## src/rtl/inst_fetch_if_if.sv

```systemverilog
// rtl/inst_fetch_if_if.sv - instruction-bus read handshake (req/addr out, ack/rdata back)
interface inst_fetch_if_if;
  logic        bus_req;
  logic [31:0] bus_addr;
  logic        bus_ack;
  logic [31:0] bus_rdata;

  modport master (output bus_req, output bus_addr, input bus_ack, input bus_rdata);
  modport slave  (input bus_req, input bus_addr, output bus_ack, output bus_rdata);
endinterface

```

## src/rtl/inst_fetch_if.sv

```systemverilog
// rtl/inst_fetch_if.sv - single-outstanding instruction fetch with output slot, flush and timeout
module inst_fetch_if #(
  parameter int TIMEOUT_CYCLES = 255
) (
  input  logic                   clk,
  input  logic                   rst,
  input  logic                   ce_i,
  input  logic [31:0]            pc_i,
  input  logic [5:0]             stall_i,
  input  logic                   flush_i,
  output logic                   stallreq_o,
  inst_fetch_if_if.master        bus,
  output logic [31:0]            pc_o,
  output logic [31:0]            inst_o,
  output logic                   inst_valid_o,
  output logic                   fetch_err_o
);

  typedef enum logic [1:0] {S_IDLE, S_WAIT, S_DISCARD} state_t;

  state_t      state_q, state_d;
  logic [7:0]  cnt_q;
  logic [31:0] issued_pc_q;
  logic        slot_free;
  logic        timeout_hit;
  logic        issue;
  logic        fill_data;
  logic        fill_err;
  logic        unused_stall;

  assign unused_stall = ^{stall_i[5:2], stall_i[0]};

  // A full slot still counts as free when IF/ID consumes it at this same edge.
  assign slot_free   = !inst_valid_o || !stall_i[1];
  assign timeout_hit = (cnt_q == 8'(TIMEOUT_CYCLES - 1));

  always_ff @(posedge clk) begin
    if (rst) state_q <= S_IDLE;
    else     state_q <= state_d;
  end

  always_comb begin
    state_d   = state_q;
    issue     = 1'b0;
    fill_data = 1'b0;
    fill_err  = 1'b0;
    case (state_q)
      S_IDLE: begin
        if (ce_i && slot_free && !flush_i) begin
          issue   = 1'b1;
          state_d = S_WAIT;
        end
      end
      S_WAIT: begin
        if (bus.bus_ack) begin
          state_d   = S_IDLE;
          fill_data = !flush_i;
        end else if (timeout_hit) begin
          state_d  = S_IDLE;
          fill_err = !flush_i;
        end else if (flush_i) begin
          state_d = S_DISCARD;
        end
      end
      S_DISCARD: begin
        if (bus.bus_ack || timeout_hit) state_d = S_IDLE;
      end
      default: state_d = S_IDLE;
    endcase
  end

  // PC may only advance on the edge that completes (or aborts) a fetch.
  assign stallreq_o = ((state_q == S_IDLE) && ce_i) ||
                      ((state_q == S_WAIT) && !bus.bus_ack && !timeout_hit) ||
                      (state_q == S_DISCARD);

  always_ff @(posedge clk) begin
    if (rst) begin
      bus.bus_req  <= 1'b0;
      bus.bus_addr <= 32'h0;
      issued_pc_q  <= 32'h0;
      cnt_q        <= 8'h0;
    end else if (issue) begin
      bus.bus_req  <= 1'b1;
      bus.bus_addr <= {pc_i[31:2], 2'b00};
      issued_pc_q  <= pc_i;
      cnt_q        <= 8'h0;
    end else if (state_q != S_IDLE) begin
      if (state_d == S_IDLE) bus.bus_req <= 1'b0;
      else                   cnt_q       <= cnt_q + 8'd1;
    end
  end

  // Flush wins over refill; consumption only empties the slot when nothing refills it.
  always_ff @(posedge clk) begin
    if (rst) begin
      pc_o         <= 32'h0;
      inst_o       <= 32'h0;
      inst_valid_o <= 1'b0;
      fetch_err_o  <= 1'b0;
    end else if (flush_i) begin
      inst_valid_o <= 1'b0;
      fetch_err_o  <= 1'b0;
    end else if (fill_data) begin
      inst_o       <= bus.bus_rdata;
      pc_o         <= issued_pc_q;
      inst_valid_o <= 1'b1;
      fetch_err_o  <= 1'b0;
    end else if (fill_err) begin
      inst_o       <= 32'h0;
      pc_o         <= issued_pc_q;
      inst_valid_o <= 1'b1;
      fetch_err_o  <= 1'b1;
    end else if (inst_valid_o && !stall_i[1]) begin
      inst_valid_o <= 1'b0;
    end
  end

endmodule

```

## src/flat_wrapper.sv

```systemverilog
// flat-port wrapper written by rule: the top's interface ports become plain ports
module inst_fetch_if_flat 
#(
  parameter int TIMEOUT_CYCLES = 255
)
  (clk, rst, ce_i, pc_i, stall_i, flush_i, stallreq_o, pc_o, inst_o, inst_valid_o, fetch_err_o, bus_bus_req, bus_bus_addr, bus_bus_ack, bus_bus_rdata);
  inst_fetch_if_if bus_i ();
  input  logic clk;
  input  logic rst;
  input  logic ce_i;
  input  logic [31:0] pc_i;
  input  logic [5:0] stall_i;
  input  logic flush_i;
  output logic stallreq_o;
  output logic [31:0] pc_o;
  output logic [31:0] inst_o;
  output logic inst_valid_o;
  output logic fetch_err_o;
  output wire logic [$bits(bus_i.bus_req)-1:0] bus_bus_req;
  output wire logic [$bits(bus_i.bus_addr)-1:0] bus_bus_addr;
  input wire logic [$bits(bus_i.bus_ack)-1:0] bus_bus_ack;
  input wire logic [$bits(bus_i.bus_rdata)-1:0] bus_bus_rdata;
  assign bus_bus_req = bus_i.bus_req;
  assign bus_bus_addr = bus_i.bus_addr;
  assign bus_i.bus_ack = bus_bus_ack;
  assign bus_i.bus_rdata = bus_bus_rdata;
  inst_fetch_if #(.TIMEOUT_CYCLES(TIMEOUT_CYCLES)) u_core (.clk(clk), .rst(rst), .ce_i(ce_i), .pc_i(pc_i), .stall_i(stall_i), .flush_i(flush_i), .stallreq_o(stallreq_o), .bus(bus_i), .pc_o(pc_o), .inst_o(inst_o), .inst_valid_o(inst_valid_o), .fetch_err_o(fetch_err_o));
endmodule
```

## config.mk

```make
export PLATFORM = sky130hd
export DESIGN_NAME = inst_fetch_if_flat
export DESIGN_NICKNAME = d
export VERILOG_FILES = /design/src/rtl/inst_fetch_if_if.sv /design/src/rtl/inst_fetch_if.sv /design/src/flat_wrapper.sv
export SDC_FILE = /design/constraint.sdc
export NUM_CORES = 1
export LEC_CHECK = 0
export BUFFER_PORTS_ARGS = -buffer_cell sky130_fd_sc_hd__buf_2
export CAP_MARGIN = 10
export CORE_MARGIN = 3
export CORE_UTILIZATION = 52
export DETAILED_ROUTE_END_ITERATION = 10
export MAX_ROUTING_LAYER = met4
export PLACE_DENSITY = 0.83
export SYNTH_ARGS = -nofsm -noshare
export SYNTH_HDL_FRONTEND = slang
export SYNTH_SLANG_ARGS = --single-unit
```

## constraint.sdc

```tcl
create_clock -name clk -period 3.4 [get_ports clk]
set_input_delay 0.68 -clock clk [delete_from_list [all_inputs] [get_ports clk]]
set_output_delay 0.68 -clock clk [all_outputs]
set_load 0.02 [all_outputs]
```

== After elaboration in Yosys (flattened, before gate mapping) ==
Index checks and enable logic that the tools add are counted.
Cells by class
  bitwise gates (word level): 2
  $add $sub $neg: 1
  equality and inequality tests: 3
  reductions and logical operators: 28
  mux-type cells: 23
Operators by type and width (number)
  two-way mux 32 bit: 4
  two-way mux 1 bit: 13
  two-way mux 2 bit: 5
  adder 8 x 1 -> 8 bit (second input constant): 1
  equality test 8 bit (second input constant): 1
  nonzero test 2 bit: 4
  logical AND 1 bit: 6
  one-hot mux 2 bit (3 select lines): 1
  AND reduction 2 bit: 3
  zero test 1 bit: 5
  zero test 2 bit: 2
  logical OR 1 bit: 4
  OR reduction 2 bit: 2
  nonzero test 3 bit: 1
  OR reduction 3 bit: 1
  equality test 2 x 1 -> 1 bit (second input constant): 1
  equality test 2 bit (second input constant): 1
  NOT 1 bit: 2
Storage, ports and cells
  output and inout port bits: 100
  bits in registers: 139

== Longest topological paths before layout ==
Gate-level depths: netlist of the first run.
  word-level depth: 10
  mapped depth: 7
  mapped depth without buffers: 6

== Worst setup path after synthesis of the first run ==
Ideal clock, no wire load.
  kind: input to output
  start: input port bus_bus_ack
  end: output port stallreq_o
  path buffers: 1
  stages: 4
  data arrival time: 1.398 ns
  slack: 1.322 ns
  cells stage by stage: inv_1 > o21ai_1 > buf_2 > o22ai_1
On the way
  word-level cells in the longest chain between the ends: 5
Ends and longest elaborated chain
  from (decl): RTL line flat_wrapper.sv:21  | input wire logic [$bits(bus_i.bus_ack)-1:0] bus_bus_ack;
  zero test 1 bit: RTL line inst_fetch_if.sv:74  | ((state_q == S_WAIT) && !bus.bus_ack && !timeout_hit) ||
  logical AND 1 bit (2 in a row): RTL line inst_fetch_if.sv:74
  logical OR 1 bit: RTL line inst_fetch_if.sv:73  | assign stallreq_o = ((state_q == S_IDLE) && ce_i) ||
  logical OR 1 bit: RTL line inst_fetch_if.sv:74
  to (decl): RTL line flat_wrapper.sv:14  | output logic stallreq_o;
Every way passes these cells.

== Worst setup path after layout of the first run ==
  start: register u_core.cnt_q[1]
  end: output port stallreq_o
On the way
  word-level cells in the longest chain between the ends: 5
Ends and longest elaborated chain
  from (decl): RTL line inst_fetch_if.sv:22  | logic [7:0] cnt_q;
  from (signal assigned): RTL line inst_fetch_if.sv:90  | else cnt_q <= cnt_q + 8'd1;
  equality test 8 bit: RTL line inst_fetch_if.sv:35  | assign timeout_hit = (cnt_q == 8'(TIMEOUT_CYCLES - 1));
  zero test 1 bit: RTL line inst_fetch_if.sv:74
  logical AND 1 bit: RTL line inst_fetch_if.sv:74
  logical OR 1 bit: RTL line inst_fetch_if.sv:73
  logical OR 1 bit: RTL line inst_fetch_if.sv:74
Every way passes these cells.

==> insert_results.sql, run 1 <==
INSERT INTO impl_metrics (metric_group, metric, value, unit) VALUES
('synthesis', 'synth.top_cell.area_share', '49.89', '%'),
('drt', 'drt-pass1-iter-count', '4', ''),
('worst_setup_path', 'critPathRequiredTime', '2720', 'ps'),
('global_routing', 'antenna_found_initial', '0', ''),
('synthesis', 'synth-xor-area-share', '0.5721', '%'),
('power_and_ir_drop', 'power.switching', '602.9', 'uW'),
('synthesis', 'yosysWarningCount', '0', ''),
('global_routing', 'groute.usage.overall', '23.37', '%'),
('synthesis', 'average_instance_area_after_synthesis', '9.896', 'um2'),
('worst_setup_path', 'startpoint_type', 'flip-flop', ''),
('clock_network', 'worst_setup_hold_path_clk_slew', '100', 'ps'),
('global_routing', 'first_pass_grt_wire_length', '17.99', 'mm'),
('clock_network', 'cts_hold_buffers', '0', ''),
('cells_and_area', 'flow.area_growth_from_synthesis', '17.51', '%'),
('synthesis', 'synth_area', '4374', 'um2'),
('power_and_ir_drop', 'total_leakage_power', '2.343', 'nW'),
('power_and_ir_drop', 'power_frac_clock', '31.2', '%'),
('clock_network', 'clock_sinks', '109', ''),
('synthesis', 'synth_top_family_by_area', 'compound AO/OA/AOI/OAI gates', ''),
('sta', 'finalHoldViolCount', '0', ''),
('clock_network', 'h_tree_depth', '3', ''),
('worst_hold_path', 'whs_endpoint', 'u_core.issued_pc_q[0]', ''),
('worst_setup_path', 'timing.reg2reg.worst_path_depth', '6', ''),
('die', 'floorplan.rows', '32', ''),
('cells_and_area', 'diodes', '0', ''),
('synthesis', 'synth-seq-cells', '109', ''),
('clock_network', 'post_cts_buffers', '0', ''),
('global_routing', 'gr-total-overflow', '0', ''),
('run', 'cap_viol_max_count', '0', ''),
('synthesis', 'synth_largest_area_cell', 'sky130_fd_sc_hd__dfxtp_1', ''),
('synthesis', 'yosys-top-cells-count', 'sky130_fd_sc_hd__dfxtp_1 (109), sky130_fd_sc_hd__nand2_1 (70), sky130_fd_sc_hd__a21oi_1 (39), sky130_fd_sc_hd__buf_4 (39)', ''),
('placed_design', 'dp.final_hpwl', '7.685', 'mm'),
('power_and_ir_drop', 'p_sw_share', '26.76', '%'),
('sta', 'slew_headroom', '31.85', '%'),
('cells_and_area', 'share_of_post_route_cells_with_drive_strength_above_1', '36.12', '%'),
('sta', 'skew', '12.59', 'ps'),
('sta', 'final-max-slew-violation-count', '0', ''),
('clock_network', 'postCtsResizedCells', '0', ''),
('worst_setup_path', 'r2r_end', 'u_core.inst_o[16]', ''),
('sta', 'min_period_over_period', '82.08', '%'),
('synthesis', 'synth_async_sr_flop_share', '0', '%'),
('synthesis', 'postSynth.topFlopCell', 'sky130_fd_sc_hd__dfxtp_1', ''),
('worst_setup_path', 'critPathKind', 'flip-flop to output port', ''),
('placed_design', 'io_buffer_count', '167', ''),
('clock_network', 'tritoncts', 'yes', ''),
('synthesis', 'post_synth_and_or_nand_nor_area_fraction', '10.55', '%'),
('die', 'dieArea', '9548', 'um2'),
('synthesis', 'synth_fa_ha_area_share', '0.8009', '%'),
('sta', 'report.final.setup_viol', '0', ''),
('worst_hold_path', 'hold_start', 'u_core.issued_pc_q[0]', ''),
('worst_setup_path', 'endpoint_arrival_time_on_the_critical_path', '2110', 'ps'),
('clock_network', 'cts-buffers-inserted', '9', ''),
('synthesis', 'synth.area.mux_share', '0', '%'),
('power_and_ir_drop', 'cell_internal_power', '1.650', 'mW'),
('placed_design', 'gp_congestion', '0.8550', ''),
('die', 'die-width', '97.72', 'um'),
('cells_and_area', 'layout.area.seq', '2182', 'um2'),
('worst_setup_path', 'timing.reg2reg.setup_slack', '1130', 'ps'),
('power_and_ir_drop', 'comb_power_share', '10.0', '%'),
('power_and_ir_drop', 'seq_power_share', '58.8', '%'),
('sta', 'setup-tns-final', '0', 'ps'),
('drt', 'routed_wirelength', '11.02', 'mm'),
('worst_hold_path', 'worst_hold_path_type', 'flip-flop to flip-flop', ''),
('synthesis', 'synth_sequential_area_ratio', '49.89', '%'),
('drt', 'postRouteAntennaNets', '0', ''),
('die', 'floorplan.core_area', '7928', 'um2'),
('power_and_ir_drop', 'pwr_density_cell', '438.3', 'nW/um2'),
('sta', 'final_worst_setup_slack', '609.3', 'ps'),
('cells_and_area', 'fillCellCount', '680', ''),
('status', 'run_status', 'finished clean', ''),
('sta', 'rsz0062_at_grt', 'false', '');
[state kept, by name (all words and copies together), names as in the netlist]
signal	flops
u_core.pc_o	32
u_core.inst_o	32
u_core.state_q	2
u_core.bus.bus_addr	1
u_core.cnt_q	8
u_core.inst_valid_o	1
u_core.issued_pc_q	31
u_core.bus.bus_req	1
u_core.fetch_err_o	1
[worst max-delay path by stage]
stage | start | to | slack (ps) | cells after the start
2_1_floorplan | bus_bus_ack | stallreq_o | 1320 | 4
3_3_place_gp | flush_i | u_core.inst_o[11] | 930 | 5
3_5_place_dp | flush_i | u_core.inst_o[6] | 860 | 5
4_1_cts | u_core.cnt_q[0] | stallreq_o | 620 | 6
5_1_grt | u_core.cnt_q[1] | stallreq_o | 340 | 5
6_report | u_core.cnt_q[1] | stallreq_o | 610 | 5
[power by group through the flow]
stage	registers, mW	clock network, mW	logic, mW
after global placement	1.35	0	0.219
after CTS	1.32	0.721	0.226
final	1.32	0.704	0.225
after global routing	1.33	0.776	0.245
after floorplan	1.36	0	0.155
after detailed placement	1.35	0	0.225
[worst max-delay path: stages (launching register included)]
cell	delay (ps)
sky130_fd_sc_hd__dfxtp_1	400
sky130_fd_sc_hd__ha_1	190
sky130_fd_sc_hd__nand3_1	100
sky130_fd_sc_hd__o21ai_1	670
sky130_fd_sc_hd__o22ai_1	190
sky130_fd_sc_hd__buf_2	210
[area by class of cell]
cell class,instances,area share [%]
multi-input combinational,258,33.91
tap,102,2.483
clock inverter,6,0.9494
timing repair buffer,175,17.43
inverter,5,0.3651
clock buffer,9,2.410
sequential,109,42.45
[metal layers]
| layer | part of all wire, % | routed length, um | vias to the layer above | GRT usage [%] |
|---|---|---|---|---|
| met1 | 43 | 4710 | 1721 | 27.96 |
| met4 | 1.7 | 189 | 0 | 7.881 |
| met2 | 47 | 5229 | 162 | 38.69 |
| li1 | - | - | 1812 | - |
| met5 | 0 | 0 | - | - |
| met3 | 8.1 | 894 | 17 | 5.599 |
[per-stage QoR]
step           hold slack (ps)  util, %  power [mW]  area [um2]  std cells
2_1_floorplan            436.7        -       1.513        4378        443
3_3_place_gp             445.0    62.66       1.571        4967        649
3_5_place_dp             448.3    62.66       1.578        4967        649
4_1_cts                  462.1    64.84       2.271        5140        664
5_1_grt                  490.7    64.84       2.350        5140        664
6_report                 462.0    64.84       2.253        5140        664
[logic make-up after synthesis]
kind of cell / count (synthesis)
buffers and inverters: 76
adders and majority gates: 3
and+or+nand+nor: 100
other: 1
AOI/OAI and AO/OA: 151
xor gates and xnor gates: 2
DFF: 109
[placed cells by master, fill, tap and decap left out, types with 3 or more instances in the layout]
master,count
sky130_fd_sc_hd__nand2_1,70
sky130_fd_sc_hd__dfxtp_1,109
sky130_fd_sc_hd__buf_2,167
sky130_fd_sc_hd__a31o_2,4
sky130_fd_sc_hd__buf_4,8
sky130_fd_sc_hd__clkbuf_8,9
sky130_fd_sc_hd__inv_1,4
sky130_fd_sc_hd__a22o_1,32
sky130_fd_sc_hd__a31o_1,29
sky130_fd_sc_hd__o311a_1,32
sky130_fd_sc_hd__nor2_1,7
sky130_fd_sc_hd__a21oi_1,39
sky130_fd_sc_hd__nand4_1,3
Power figures use the tool's default switching activity.
==> run 2, diff against run 1 <==
--- a/config.mk
+++ b/config.mk
@@ -5,13 +5,14 @@
 export SDC_FILE = /design/constraint.sdc
 export NUM_CORES = 1
 export LEC_CHECK = 0
+export ABC_AREA = 1
 export BUFFER_PORTS_ARGS = -buffer_cell sky130_fd_sc_hd__buf_2
 export CAP_MARGIN = 10
 export CORE_MARGIN = 3
-export CORE_UTILIZATION = 52
+export CORE_UTILIZATION = 43
 export DETAILED_ROUTE_END_ITERATION = 10
 export MAX_ROUTING_LAYER = met4
-export PLACE_DENSITY = 0.83
+export PLACE_DENSITY = 0.73
 export SYNTH_ARGS = -nofsm -noshare
 export SYNTH_HDL_FRONTEND = slang
 export SYNTH_SLANG_ARGS = --single-unit
==> constraint.sdc (replaced) <==
create_clock -name clk -period 2.54 [get_ports clk]
set_input_delay 0.508 -clock clk [delete_from_list [all_inputs] [get_ports clk]]
set_output_delay 0.508 -clock clk [all_outputs]
set_load 0.02 [all_outputs]
==> run 2 against run 1 <==
  * Clock power is 45% higher
  * Combinational power increased by 45%
  * Hold slack lost 97 ps
  * First-iteration DRC count up 88%
  * Power grew 39%
  * Via count increased by 5.7%
  * Critical path depth rose by 3
  * Largest cell class unchanged
==> insert_results.sql, run 2 <==
INSERT INTO impl_metrics (metric_group, metric, value, unit) VALUES
('drt', 'dr.first_iter.drc_count', '312', ''),
('sta', 'min_period_over_period', '85.93', '%'),
('drt', 'via_count', '3922', ''),
('global_routing', 'grt_start_max_net_pins', '79', ''),
('cells_and_area', 'diodes', '0', ''),
('cells_and_area', 'reg_top3', 'u_core.inst_o (32), u_core.pc_o (32), u_core.issued_pc_q (31)', ''),
('cells_and_area', 'layout.cells.most_common', 'sky130_fd_sc_hd__buf_2', ''),
('sta', 'maxClockFrequency', '458.1', 'MHz'),
('worst_setup_path', 'endpoint_arrival_time_on_the_critical_path', '1670', 'ps'),
('cells_and_area', 'finalCoreUtilization', '54.63', '%'),
('synthesis', 'synthMostInstantiatedCell', 'sky130_fd_sc_hd__dfxtp_1', ''),
('worst_hold_path', 'hold_start', 'bus_bus_rdata[2]', ''),
('synthesis', 'yosys-top-cells-count', 'sky130_fd_sc_hd__dfxtp_1 (109), sky130_fd_sc_hd__nand2_1 (93), sky130_fd_sc_hd__a21oi_1 (82), sky130_fd_sc_hd__nand3_1 (58), sky130_fd_sc_hd__o21ai_0 (46)', ''),
('sta', 'final-max-slew-violation-count', '0', ''),
('die', 'boundaryPins', '175', ''),
('placed_design', 'dp.final_hpwl', '7.449', 'mm'),
('cells_and_area', 'most-common-layout-cells', 'sky130_fd_sc_hd__buf_2 (167), sky130_fd_sc_hd__dfxtp_1 (109), sky130_fd_sc_hd__nand2_1 (93)', ''),
('sta', 'skew', '15.43', 'ps'),
('synthesis', 'synth_sequential_area_ratio', '50.48', '%'),
('worst_setup_path', 'r2r_end', 'u_core.pc_o[15]', ''),
('sta', 'layout_min_cycle_time', '2183', 'ps'),
('cells_and_area', 'share_of_post_route_cells_with_drive_strength_above_1', '30.42', '%'),
('placed_design', 'gp_congestion', '0.8416', ''),
('synthesis', 'postSynth.topFlopCell', 'sky130_fd_sc_hd__dfxtp_1', ''),
('synthesis', 'synth.top_cell.area_share', '50.48', '%'),
('placed_design', 'io_buffer_count', '167', ''),
('sta', 'hold_ws', '365.5', 'ps'),
('synthesis', 'yosysWarningCount', '0', ''),
('worst_setup_path', 'critPathKind', 'flip-flop to output port', ''),
('clock_network', 'postCtsResizedCells', '0', ''),
('sta', 'final_worst_setup_slack', '357.3', 'ps'),
('global_routing', 'antenna_found_initial', '0', ''),
('synthesis', 'synth_area', '4323', 'um2'),
('clock_network', 'max-clock-path-buffers', '2', ''),
('worst_setup_path', 'critPathRequiredTime', '2030', 'ps'),
('cells_and_area', 'flow.area_growth_from_synthesis', '20.09', '%'),
('power_and_ir_drop', 'total_leakage_power', '2.373', 'nW'),
('worst_setup_path', 'startpoint_type', 'flip-flop', ''),
('synthesis', 'synth_enable_flop_cells', '0', ''),
('worst_setup_path', 'critical_path.reg2reg.startpoint', 'u_core.state_q[0]', ''),
('synthesis', 'synthesis.instances', '539', ''),
('global_routing', 'first_pass_grt_wire_length', '16.98', 'mm'),
('sta', 'rsz0062_at_grt', 'false', ''),
('worst_setup_path', 'timing.reg2reg.setup_slack', '870', 'ps'),
('drt', 'routed_wirelength', '10.56', 'mm'),
('worst_setup_path', 'critical_path.endpoint_type', 'output port', ''),
('die', 'floorplan.core_area', '9503', 'um2'),
('clock_network', 'clock_sinks', '109', ''),
('sta', 'setup-tns-final', '0', 'ps'),
('clock_network', 'tritoncts', 'yes', ''),
('power_and_ir_drop', 'pwr_density_cell', '602.3', 'nW/um2'),
('worst_hold_path', 'worst_hold_path_type', 'input port to flip-flop', ''),
('drt', 'vias_per_cell', '4.946', ''),
('drt', 'drc_violations_left', '0', ''),
('synthesis', 'synth_async_sr_flop_share', '0', '%'),
('worst_hold_path', 'whs_endpoint', 'u_core.inst_o[2]', ''),
('clock_network', 'cts-buffers-inserted', '9', ''),
('worst_setup_path', 'timing.reg2reg.worst_path_depth', '7', ''),
('worst_setup_path', 'crit_path_max_fanout', '4', ''),
('global_routing', 'gr-total-overflow', '0', ''),
('clock_network', 'cts_hold_buffers', '0', ''),
('synthesis', 'synth-seq-cells', '109', ''),
('placed_design', 'post-place-ws', '579.2', 'ps'),
('power_and_ir_drop', 'vdd_ir_drop_max', '287.0', 'uV'),
('die', 'initial_core_utilization', '45.49', '%'),
('sta', 'finalHoldViolCount', '0', ''),
('die', 'die_y', '106.3', 'um'),
('global_routing', 'groute.usage.overall', '18.67', '%'),
('clock_network', 'clock_insertion_delay_worst_skew', '360', 'ps'),
('status', 'run_status', 'finished clean', ''),
('global_routing', 'vias_in_the_first_global_route', '3641', ''),
('synthesis', 'top_cells_by_area_synth', 'sky130_fd_sc_hd__dfxtp_1 (50%), sky130_fd_sc_hd__a21oi_1 (9.5%), sky130_fd_sc_hd__nand2_1 (8.1%), sky130_fd_sc_hd__nand3_1 (6.7%), sky130_fd_sc_hd__buf_4 (6.4%)', ''),
('clock_network', 'cts-root-buf', 'sky130_fd_sc_hd__clkbuf_8', ''),
('sta', 'report.final.setup_viol', '0', ''),
('clock_network', 'worst_setup_hold_path_clk_slew', '120', 'ps'),
('die', 'dieArea', '11290', 'um2'),
('clock_network', 'h_tree_depth', '3', ''),
('synthesis', 'average_instance_area_after_synthesis', '8.020', 'um2'),
('power_and_ir_drop', 'finalPower', '3.127', 'mW'),
('drt', 'drt-wirelength-per-cell', '13.31', 'um'),
('clock_network', 'post_cts_buffers', '0', ''),
('die', 'die-width', '106.3', 'um'),
('die', 'floorplan.rows', '35', ''),
('drt', 'drt-pass1-iter-count', '5', ''),
('drt', 'postRouteAntennaNets', '0', ''),
('run', 'cap_viol_max_count', '0', ''),
('synthesis', 'number_of_distinct_library_cells_after_synthesis', '27', ''),
('worst_hold_path', 'min_delay_path_depth', '3', ''),
('cells_and_area', 'fin_nets', '736', ''),
('synthesis', 'synth_largest_area_cell', 'sky130_fd_sc_hd__dfxtp_1', '');
-- run 2: stage by stage --
stage	cell area [um2]	std cells
6_report	5191	793
5_1_grt	5191	793
4_1_cts	5191	793
3_5_place_dp	5000	777
3_3_place_gp	5000	777
2_1_floorplan	4327	540
-- run 2: power by group --
group	internal (mW)	leakage (nW)	switching, mW
combinational	0.116	1.39	0.211
clock	0.406	0.101	0.611
sequential	1.76	0.884	0.0263
total	2.28	2.37	0.848
-- run 2: logic make-up (layout without fill, tap and decap cells) --
family,Yosys count,count (layout),share of synthesized area [%]
and+or+nand+nor,169,169,17.60
AOI/OAI and AO/OA,150,150,17.45
DFF,109,109,50.48
buffers and inverters,103,227,12.79
xor gates and xnor gates,5,5,1.013
adders and majority gates,2,2,0.5788
other,1,2,0.08675
-- run 2: critical path: stages, from the launching register on --
cell and delay (ps):
sky130_fd_sc_hd__dfxtp_1 390, sky130_fd_sc_hd__inv_1 90, sky130_fd_sc_hd__ha_1 200, sky130_fd_sc_hd__nand2_1 60, sky130_fd_sc_hd__nor2_1 50, sky130_fd_sc_hd__nand2_1 100, sky130_fd_sc_hd__nand2_1 60, sky130_fd_sc_hd__o221ai_1 170
sky130_fd_sc_hd__buf_2 210
-- run 2: worst max path at each step --
stage,from,end,slack [ps],cells after the start
3_5_place_dp,flush_i,u_core.issued_pc_q[2],580,6
3_3_place_gp,flush_i,u_core.issued_pc_q[0],640,6
5_1_grt,u_core.cnt_q[0],stallreq_o,170,8
2_1_floorplan,u_core.cnt_q[0],stallreq_o,820,7
4_1_cts,u_core.cnt_q[0],stallreq_o,300,8
6_report,u_core.cnt_q[0],stallreq_o,360,8
-- run 2: final cells by class --
type	instances	area (um2)
repair buffers	176	928.4
fillers	886	4312
inverters	35	131.4
multi-input cells	328	1597
flip-flops and latches	109	2182
clock buffers	10	137.6
clock inverters	6	53.80
well taps	129	161.4
-- run 2: per-layer routing --
| layer | share of wire, % | track usage [%] |
|---|---|---|
| met1 | 45 | 24.91 |
| met2 | 46 | 28.51 |
| met3 | 8.3 | 5.039 |
| met4 | 0.70 | 4.163 |
| met5 | 0 | - |
==> run 3, diff against run 2 <==
--- a/config.mk
+++ b/config.mk
@@ -5,14 +5,13 @@
 export SDC_FILE = /design/constraint.sdc
 export NUM_CORES = 1
 export LEC_CHECK = 0
-export ABC_AREA = 1
 export BUFFER_PORTS_ARGS = -buffer_cell sky130_fd_sc_hd__buf_2
 export CAP_MARGIN = 10
 export CORE_MARGIN = 3
-export CORE_UTILIZATION = 43
+export CORE_UTILIZATION = 44
 export DETAILED_ROUTE_END_ITERATION = 10
 export MAX_ROUTING_LAYER = met4
-export PLACE_DENSITY = 0.73
+export PLACE_DENSITY = 0.75
 export SYNTH_ARGS = -nofsm -noshare
 export SYNTH_HDL_FRONTEND = slang
 export SYNTH_SLANG_ARGS = --single-unit
==> constraint.sdc (replaced) <==
create_clock -name clk -period 2 [get_ports clk]
set_input_delay 0.4 -clock clk [delete_from_list [all_inputs] [get_ports clk]]
set_output_delay 0.4 -clock clk [all_outputs]
set_load 0.02 [all_outputs]
==> run 3 against run 2 <==
  * Global-route usage up 1.3 points
  * Hold slack worse by 110 ps
  * Setup slack worse by 280 ps
  * Cell area up 4.0%
  * Combinational power up 28%
  * Clock-buffer cell count up 1
  * Clock power grew 37%
  * Sequential power grew 26%
  * Via count is 4.0% lower
  * Wire length rose by 7.4%
  * Critical path depth is 3 lower
  * Highest routed layer unchanged
  * Core utilization increased by 2.4 points
==> insert_results.sql, run 3 (synthesis gave the netlist of run 1 again) <==
INSERT INTO impl_metrics (metric_group, metric, value, unit) VALUES
('worst_hold_path', 'worst_hold_path_type', 'input port to flip-flop', ''),
('clock_network', 'cts-buffers-inserted', '9', ''),
('clock_network', 'max-clock-path-buffers', '2', ''),
('cells_and_area', 'most-common-layout-cells', 'sky130_fd_sc_hd__buf_2 (166), sky130_fd_sc_hd__dfxtp_1 (107), sky130_fd_sc_hd__nand2_1 (70)', ''),
('sta', 'finalHoldViolCount', '0', ''),
('placed_design', 'post-place-ws', '-151.6', 'ps'),
('die', 'boundaryPins', '175', ''),
('placed_design', 'dp_cells', '687', ''),
('worst_setup_path', 'critPathRequiredTime', '1600', 'ps'),
('drt', 'drc_violations_left', '0', ''),
('global_routing', 'gr-total-overflow', '0', ''),
('worst_setup_path', 'startpoint_type', 'flip-flop', ''),
('run', 'cap_viol_max_count', '0', ''),
('worst_setup_path', 'crit_chain', 'buf_6, nand4_1, o21ai_4, o22ai_4, buf_6', ''),
('drt', 'drt-wirelength-per-cell', '16.03', 'um'),
('placed_design', 'dp.final_hpwl', '7.852', 'mm'),
('global_routing', 'vias_in_the_first_global_route', '3531', ''),
('global_routing', 'groute.usage.overall', '19.95', '%'),
('drt', 'dr.first_iter.drc_count', '236', ''),
('worst_setup_path', 'critical-path-slowest-cell', 'sky130_fd_sc_hd__dfxtp_2', ''),
('placed_design', 'gp_congestion', '0.9085', ''),
('clock_network', 'clock_sinks', '109', ''),
('sta', 'hold_ws', '252.8', 'ps'),
('worst_setup_path', 'critical_path.most_common_cell', 'sky130_fd_sc_hd__buf_6', ''),
('worst_setup_path', 'timing.critical_path.slowest_cell_delay', '350', 'ps'),
('clock_network', 'clock_insertion_delay_worst_skew', '370', 'ps'),
('sta', 'report.final.setup_viol', '0', ''),
('sta', 'final_worst_setup_slack', '76.97', 'ps'),
('cells_and_area', 'share_of_post_route_cells_with_drive_strength_above_1', '38.75', '%'),
('cells_and_area', 'reg_top3', 'u_core.inst_o (32), u_core.pc_o (32), u_core.issued_pc_q (31)', ''),
('die', 'dieArea', '11170', 'um2'),
('drt', 'routed_wirelength', '11.33', 'mm'),
('clock_network', 'cts-root-buf', 'sky130_fd_sc_hd__clkbuf_8', ''),
('cells_and_area', 'flow.area_growth_from_synthesis', '23.43', '%'),
('worst_setup_path', 'critPathBufInv', '2', ''),
('die', 'die_y', '105.7', 'um'),
('worst_setup_path', 'endpoint_arrival_time_on_the_critical_path', '1520', 'ps'),
('global_routing', 'first_pass_grt_wire_length', '17.69', 'mm'),
('sta', 'min_period_over_period', '96.15', '%'),
('cells_and_area', 'finalCoreUtilization', '57.08', '%'),
('cells_and_area', 'area_of_all_placed_cells_without_fillers', '5399', 'um2'),
('cells_and_area', 'fin_cells', '707', ''),
('status', 'run_status', 'finished clean', ''),
('clock_network', 'tritoncts', 'yes', ''),
('worst_setup_path', 'crit_path_max_fanout', '6', ''),
('drt', 'via_count', '3764', ''),
('drt', 'vias_per_cell', '5.324', ''),
('die', 'floorplan.core_area', '9459', 'um2'),
('placed_design', 'io_buffer_count', '167', ''),
('drt', 'postRouteAntennaNets', '0', ''),
('die', 'die-width', '105.7', 'um'),
('sta', 'timing_worst_slew_pin_value', '970.8', 'ps'),
('global_routing', 'grt_start_max_net_pins', '65', ''),
('power_and_ir_drop', 'total_leakage_power', '2.454', 'nW'),
('sta', 'final-max-slew-violation-count', '0', ''),
('placed_design', 'placement.cell_area', '5084', 'um2'),
('sta', 'skew', '13.83', 'ps'),
('worst_setup_path', 'worst_path_dominant_cell_family', 'compound AO/OA/AOI/OAI gates', ''),
('cells_and_area', 'diodes', '0', ''),
('worst_setup_path', 'critPathKind', 'flip-flop to output port', ''),
('global_routing', 'antenna_found_initial', '0', ''),
('sta', 'layout_min_cycle_time', '1923', 'ps'),
('clock_network', 'h_tree_depth', '3', ''),
('power_and_ir_drop', 'vdd_ir_drop_max', '487.5', 'uV'),
('drt', 'drt-pass1-iter-count', '4', ''),
('sta', 'maxClockFrequency', '520.0', 'MHz'),
('die', 'initial_core_utilization', '46.24', '%'),
('cells_and_area', 'layout.cells.most_common', 'sky130_fd_sc_hd__buf_2', ''),
('worst_setup_path', 'critical_path.endpoint_type', 'output port', ''),
('clock_network', 'worst_setup_hold_path_clk_slew', '100', 'ps'),
('die', 'floorplan.rows', '35', ''),
('cells_and_area', 'fin_nets', '650', ''),
('sta', 'slew_headroom', '35.19', '%'),
('power_and_ir_drop', 'pwr_density_cell', '752.8', 'nW/um2');
[run 3: layer usage]
| layer | vias to the layer above | routed length [um] | track usage, % |
|---|---|---|---|
| met2 | 166 | 5303 | 32.70 |
| li1 | 1853 | - | - |
| met3 | 15 | 879 | 4.715 |
| met5 | - | 0 | - |
| met1 | 1730 | 4968 | 24.96 |
| met4 | 0 | 182 | 4.995 |
[run 3: repair_timing]
item / in CTS / in global routing
setup endpoints to repair: 33 / 33
buffers inserted: 0 / 3
pin swaps: 18 / 4
cloned: 0 / 1
hold buffers: 0 / 0
gates resized for setup: 4 / 11
[run 3: cell type report]
type	instances	area, um2
Tap cell	129	161.4
Clock buffer	11	151.4
Inverter	5	18.77
Clock inverter	5	66.31
Timing Repair Buffer	189	1022
Sequential cell	109	2185
Multi-Input combinational cell	259	1794
Fill cell	849	4060
[run 3: metrics by stage]
step	power [mW]	setup TNS (ps)
detailed placement	2.699	-3866
CTS	4.095	-652.8
finish	4.064	0
floorplan	2.572	0
global route	4.233	-2.456
global placement	2.688	-3670
[run 3: worst paths after layout]
kind | slack [ps] | to | cells after the start | startpoint
worst min-delay path | 250 | u_core.inst_o[26] | 2 | bus_bus_rdata[26]
worst max register to register | 160 | u_core.inst_o[30] | 10 | u_core.cnt_q[0]
worst max-delay path | 80 | stallreq_o | 5 | u_core.cnt_q[2]
worst min register to register | 460 | u_core.issued_pc_q[0] | 2 | u_core.issued_pc_q[0]
[run 3: worst register-to-register path: cells and delay by family, from the launching register on]
| family | cells | cell delay [ps] |
|---|---|---|
| flops | 1 | 340 |
| buf+inv | 5 | 700 |
| simple gates | 1 | 150 |
| fa+ha+maj | 1 | 200 |
| compound gates | 3 | 400 |
[run 3: report_power, final]
group | total [mW] | internal, mW | switching, mW
Sequential | 2.25 | 2.22 | 0.0342
Combinational | 0.417 | 0.152 | 0.265
Clock | 1.40 | 0.663 | 0.734
Total | 4.06 | 3.03 | 1.03
